### src/rtl/irq_request_latch8.sv
// Request capture, enable masking and request/ack/end-of-interrupt handshake
// sitting in front of an external 8-to-3 priority encoder.
module irq_request_latch8 #(
    parameter bit          EDGE_MODE    = 1'b1,
    parameter logic [7:0]  ENABLE_RESET = 8'hFF
) (
    input  logic       clk,
    input  logic       reset,
    input  logic [7:0] req,
    input  logic       mask_we,
    input  logic [7:0] mask_in,
    output logic [7:0] mask_out,
    output logic [7:0] to_enc,
    input  logic [2:0] enc_idx,
    output logic       irq,
    output logic [2:0] vec,
    input  logic       ack,
    input  logic       eoi,
    output logic       in_service,
    output logic [7:0] overrun,
    input  logic       ovr_clr
);

    // state   | meaning
    // IDLE    | nothing presented; latch encoder index when to_enc != 0
    // PEND    | irq high, vec frozen, waiting for ack
    // SERVICE | acknowledged line being serviced, waiting for eoi
    localparam logic [1:0] IDLE    = 2'd0;
    localparam logic [1:0] PEND    = 2'd1;
    localparam logic [1:0] SERVICE = 2'd2;

    logic [1:0] state;
    logic [7:0] req_q;
    logic [7:0] pending;
    logic [7:0] mask;
    logic [7:0] set;
    logic [7:0] clr;

    always_comb begin
        set = EDGE_MODE ? (req & ~req_q) : req;
        clr = 8'h00;
        if (state == PEND && ack) begin
            clr = 8'h01 << vec;
        end
    end

    assign to_enc     = pending & mask;
    assign mask_out   = mask;
    assign irq        = (state == PEND);
    assign in_service = (state == SERVICE);

    // A set on the bit being cleared wins, so the new event is not lost.
    always_ff @(posedge clk) begin
        if (reset) begin
            req_q   <= 8'h00;
            pending <= 8'h00;
            mask    <= ENABLE_RESET;
            overrun <= 8'h00;
        end else begin
            req_q   <= req;
            pending <= (pending & ~clr) | set;
            if (mask_we) begin
                mask <= mask_in;
            end
            overrun <= (ovr_clr ? 8'h00 : overrun) | (set & pending & ~clr);
        end
    end

    always_ff @(posedge clk) begin
        if (reset) begin
            state <= IDLE;
            vec   <= 3'd0;
        end else begin
            case (state)
                IDLE: begin
                    if (to_enc != 8'h00) begin
                        vec   <= enc_idx;
                        state <= PEND;
                    end
                end
                PEND: begin
                    if (ack) begin
                        state <= SERVICE;
                    end
                end
                SERVICE: begin
                    if (eoi) begin
                        state <= IDLE;
                    end
                end
                default: state <= IDLE;
            endcase
        end
    end

endmodule
### config.mk
export PLATFORM = sky130hd
export DESIGN_NAME = irq_request_latch8
export DESIGN_NICKNAME = d
export VERILOG_FILES = /design/src/rtl/irq_request_latch8.sv
export SDC_FILE = /design/constraint.sdc
export NUM_CORES = 1
export LEC_CHECK = 0
export ABC_CLOCK_PERIOD_IN_PS = 1500
export CAP_MARGIN = 20
export CORE_ASPECT_RATIO = 0.9
export CORE_MARGIN = 3
export CORE_UTILIZATION = 43
export CTS_CLUSTER_DIAMETER = 60
export DETAILED_ROUTE_END_ITERATION = 7
export PLACE_DENSITY = 0.78
export SLEW_MARGIN = 30
export SYNTH_ARGS = -nofsm -noshare
export SYNTH_HDL_FRONTEND = slang
export SYNTH_SLANG_ARGS = --single-unit
### constraint.sdc
create_clock -name clk -period 1.5 [get_ports clk]
set_input_delay 0.225 -clock clk [delete_from_list [all_inputs] [get_ports clk]]
set_output_delay 0.225 -clock clk [all_outputs]
set_load 0.01 [all_outputs]
Word level (Yosys, flattened, before mapping). Cells that the tools add are included.

Register bits: 37. Input bits: 25. Logic and storage cells: 32.

Equal/unequal tests: 5. Shift-type cells: 1. Mux-type cells: 6. Bitwise operators: 9. Reductions and logical operators: 5.

Operator list (number): 8-bit bitwise AND (5); 8-bit two-way mux (2); 8-bit NOT (2); 8-bit bitwise OR (2); 8-bit nonzero test (1); 1-bit by 3-bit << shifter with 8-bit output, first input constant (1); 2-bit two-way mux (3); 2-bit case mux with 3 select lines (1); 2-bit != test, second input constant (2); 3-bit AND reduction (1); 2-bit by 1-bit equality test with 1-bit output, second input constant (1); 2-bit equality test, second input constant (1); 2-bit logical NOT (1); 2-bit by 1-bit != test with 1-bit output, second input constant (1); 2-bit AND reduction (1); 1-bit logical AND (1).

Depth between registers and ports, before layout.
Depth in word-level cells: 6. Depth in mapped cells: 4. Depth with buffers taken out: 4.

Worst setup path before layout. OpenSTA, ideal clock, no wires.

Kind: reg-to-reg. From: register mask[2], in the netlist mask_out[2]. To: register vec[0]. Setup time: 0.127 ns. Arrival time: 1.118 ns. Setup slack: 0.255 ns. Cell stages (with the launch flop): 5. Path buffers: 0. Period minus slack after synthesis: 1.245 ns. Cell sequence: dfxtp_1 > and2_4 > nor4_4 > a41oi_2 > mux2i_1.

Longest elaborated chain between the ends: 3.

RTL lines: from (decl) (line 35) `logic [7:0] mask;`; from (signal assigned) (line 63) `mask <= mask_in;`; 8-bit bitwise AND (line 47) `assign to_enc = pending & mask;`; net to_enc[2] (line 13) `output logic [7:0] to_enc,`; 8-bit nonzero test (line 76) `if (to_enc != 8'h00) begin`; 2-bit AND reduction (no line); to (signal assigned) (line 77) `vec <= enc_idx;`; to (decl) (line 16) `output logic [2:0] vec,`.

The timed path passes the listed nets, and every way through them passes these cells. A chain may end at the register's enable or synchronous reset.

Worst setup path after layout.
From: register vec[0]. To: output vec[0].

No word-level cell between the ends.

==> impl_metrics.py <==
metrics = {
    "setup_path": {
        "path_depth": 1,
        "critPathBufInv": 1,
        "worstPathCellList": "clkdlybuf4s50_1",
        "cpPeakStageDelay_ns": 0.55,
        "crit_family": "buffers and inverters",
        "arrival_ns": 1.21,
        "worst_setup_path_start_kind": "flip-flop",
        "crit_required_ns": 1.27,
        "worstSetupEndpointType": "output pin",
        "reg2reg_to": "vec[1]",
        "path_max_fanout": 4,
        "slowest_stage": "clkdlybuf4s50_1",
        "worstSetupPathType": "reg2out",
        "timing.rr.start": "pending[0]",
        "r2r_slack_ns": 0.20,
        "rr_worst_depth": 4,
    },
    "final_layout": {
        "synthToLayoutAreaGrowth_pct": 49.4,
        "final_common_cell": "clkdlybuf4s50_1",
        "nFillCells": 257,
        "nNetsFinal": 228,
        "drive_above_1_share_pct": 14.7,
        "final_cell_mix": "clkdlybuf4s50_1, dfxtp_1, nand2b_1, nor2b_1",
        "multi_input_area_sq_um": 681,
        "diodes": 0,
        "seq_area_sq_um": 744,
    },
    "synthesis": {
        "synth.net_count": 169,
        "synthMuxAreaShare_pct": 2.07,
        "netlist_instances": 144,
        "ys_seq_area_share_pct": 51.0,
        "synth.top_cell.area_share_pct": 51.0,
        "synth_area_per_cell_sq_um": 10.1,
        "ys_top_cells_by_area": "dfxtp_1, nor2b_1, nand2b_1",
        "synth_area_sq_mm": 0.00145,
        "synth-xor-area-share_pct": 0,
        "synth_top_area_cell": "dfxtp_1",
        "synth_compound_area_share_pct": 17.3,
        "synth_seq_cells": 37,
        "ys_warn_count": 0,
        "yosys.area_share.adder_pct": 0,
        "yosysUniqueCellTypes": 22,
        "synth_top_family_by_area": "simple AND/OR/NAND/NOR gates",
        "synth-simple-area-share_pct": 27.3,
    },
    "detailed_routing": {
        "drtPass1Iterations": 4,
        "drt_iter0_drc": 42,
        "antenna_left": 0,
        "routedWlPerCell_um": 13.5,
        "finalWirelength_mm": 3.32,
        "num_vias": 1245,
        "drc": 0,
        "via_per_inst": 5.06,
    },
    "sta": {
        "finalWorstSetupSlack_ns": 0.0618,
        "tns_ns": 0,
        "rsz0062_at_grt": "false",
        "fin_skew_ns": 0.00648,
        "maxSlewHeadroom_pct": 79.7,
        "holdWs_ns": 0.494,
        "worst_pin_slew_ns": 0.301,
        "slew_viol_final": 0,
        "period_needed_ns": 1.44,
        "setup_violations": 0,
        "fmax_mhz": 695,
        "fin_crit_sh_pct": 95.9,
        "final-hold-violation-count": 0,
    },
    "clock_tree": {
        "tritoncts": "done",
        "worstSkewPairLatency_ns": 0.29,
        "numCtsBuffers": 5,
        "cts_setup_buffers": 0,
        "htree_levels": 2,
        "root_buffer": "clkbuf_8",
        "clk_pin_slew_worst_paths_ns": 0.07,
        "ctsLongestPathBuffers": 2,
        "cts.sinks": 37,
    },
    "floorplan": {
        "die_area_sq_mm": 0.00411,
        "io_pins": 54,
        "start_util_pct": 46.3,
        "num_rows": 19,
        "coreArea_sq_mm": 0.00314,
        "die_h_um": 61.1,
        "dieWidth_um": 67.3,
    },
    "global_route": {
        "grt_overflow": 0,
        "grt_usage_pct": 18.1,
        "antenna_found_initial": 0,
        "grt_pass1_wl_mm": 5.49,
        "grt_start_max_net_pins": 19,
        "grt_pass1_vias": 1221,
    },
    "power_and_ir_drop": {
        "comb_power_share_pct": 16.7,
        "seq_power_share_pct": 46.2,
        "cellLeakagePower_nw": 0.903,
        "switchingPower_w": 0.000565,
        "intPower_w": 0.00183,
        "pwr-share-clk_pct": 37.1,
        "switching_share_pct": 23.6,
        "powerDensity_mw_per_mm2": 1100,
        "irDropWorstVdd_mv": 0.752,
    },
    "min_path": {
        "hold_depth": 3,
        "hp-class": "in2reg",
        "holdPathEnd": "vec[2]",
        "min_from": "enc_idx[2]",
    },
    "placement": {
        "dp_slack_ns": -0.0674,
        "place_congestion": 0.785,
        "io_buffers": 53,
        "dp_hpwl_mm": 2.55,
    },
    "job": {
        "drv_cap": 0,
    },
    "run_status": {
        "outcome": "finished, final reports clean",
    },
}
-- cell families (layout without fill, tap and decap cells) --
| kind of cell | count (synthesis) | count (layout) |
|---|---|---|
| flops | 37 | 37 |
| compound gates | 36 | 36 |
| simple gates | 59 | 59 |
| buf+inv | 9 | 69 |
| mux | 3 | 3 |
-- flip-flops by register name, summed over array words and instances, names as in the netlist --
signal    flops
mask_out      8
overrun       8
pending       8
req_q         8
vec           3
state         2
-- Yosys cell counts, drive strengths merged --
library cell / instances
o31ai: 10
dfxtp: 37
nor2b: 18
a21oi: 9
inv: 3
nand2: 4
or3b: 8
nor2: 2
mux2i: 3
o21ai: 6
and3b: 1
a211oi: 1
nand4: 1
clkbuf: 6
a211o: 8
o21a: 1
nand2b: 17
a41oi: 1
nor4: 1
or2: 1
and2: 6
-- stage by stage --
stage	total power, W	instances	area (sq um)	utilization, %
floorplan	0.00131	144	1450	-
global placement	0.00153	238	2050	65.4
detailed placement	0.00154	238	2050	65.4
CTS	0.00242	246	2160	69.0
global route	0.00250	246	2170	69.1
finish	0.00239	246	2170	69.1
-- power by group through the flow --
stage / clock network (W) / logic, W / registers [W]
final: 0.000887 / 0.000400 / 0.00110
after global routing: 0.000948 / 0.000437 / 0.00112
after CTS: 0.000905 / 0.000407 / 0.00111
after detailed placement: 0 / 0.000419 / 0.00112
after global placement: 0 / 0.000412 / 0.00112
after floorplan: 0 / 0.000188 / 0.00112
-- layout make-up --
cell class	instances	share of cell area, %
Timing Repair Buffer	58	25.8
Inverter	3	0.519
Sequential cell	37	34.3
Clock buffer	6	3.81
Tap cell	42	2.42
Clock inverter	2	1.73
Multi-Input combinational cell	98	31.4
-- how the worst max path moves through the flow --
stage / to / start
floorplan: vec[0] / mask_out[2]
global placement: pending[0] / ack
detailed placement: overrun[0] / ack
CTS: vec[1] / vec[1]
global route: mask_out[3] / mask_out[3]
finish: vec[0] / vec[0]
-- metal layers --
layer | wire, um | up-vias | track usage, %
met3 | 302 | 5 | 6.02
met5 | 0 | - | 0
met1 | 1440 | 572 | 22.0
met2 | 1540 | 48 | 29.1
met4 | 38 | 0 | 8.67
li1 | - | 620 | -
-- repair_timing --
item | in CTS | in global routing
hold buffers | 0 | 0
resized for setup | 14 | 2
endpoints found under the setup margin | 12 | 2
Note: power is estimated with default switching activity, not from simulation.
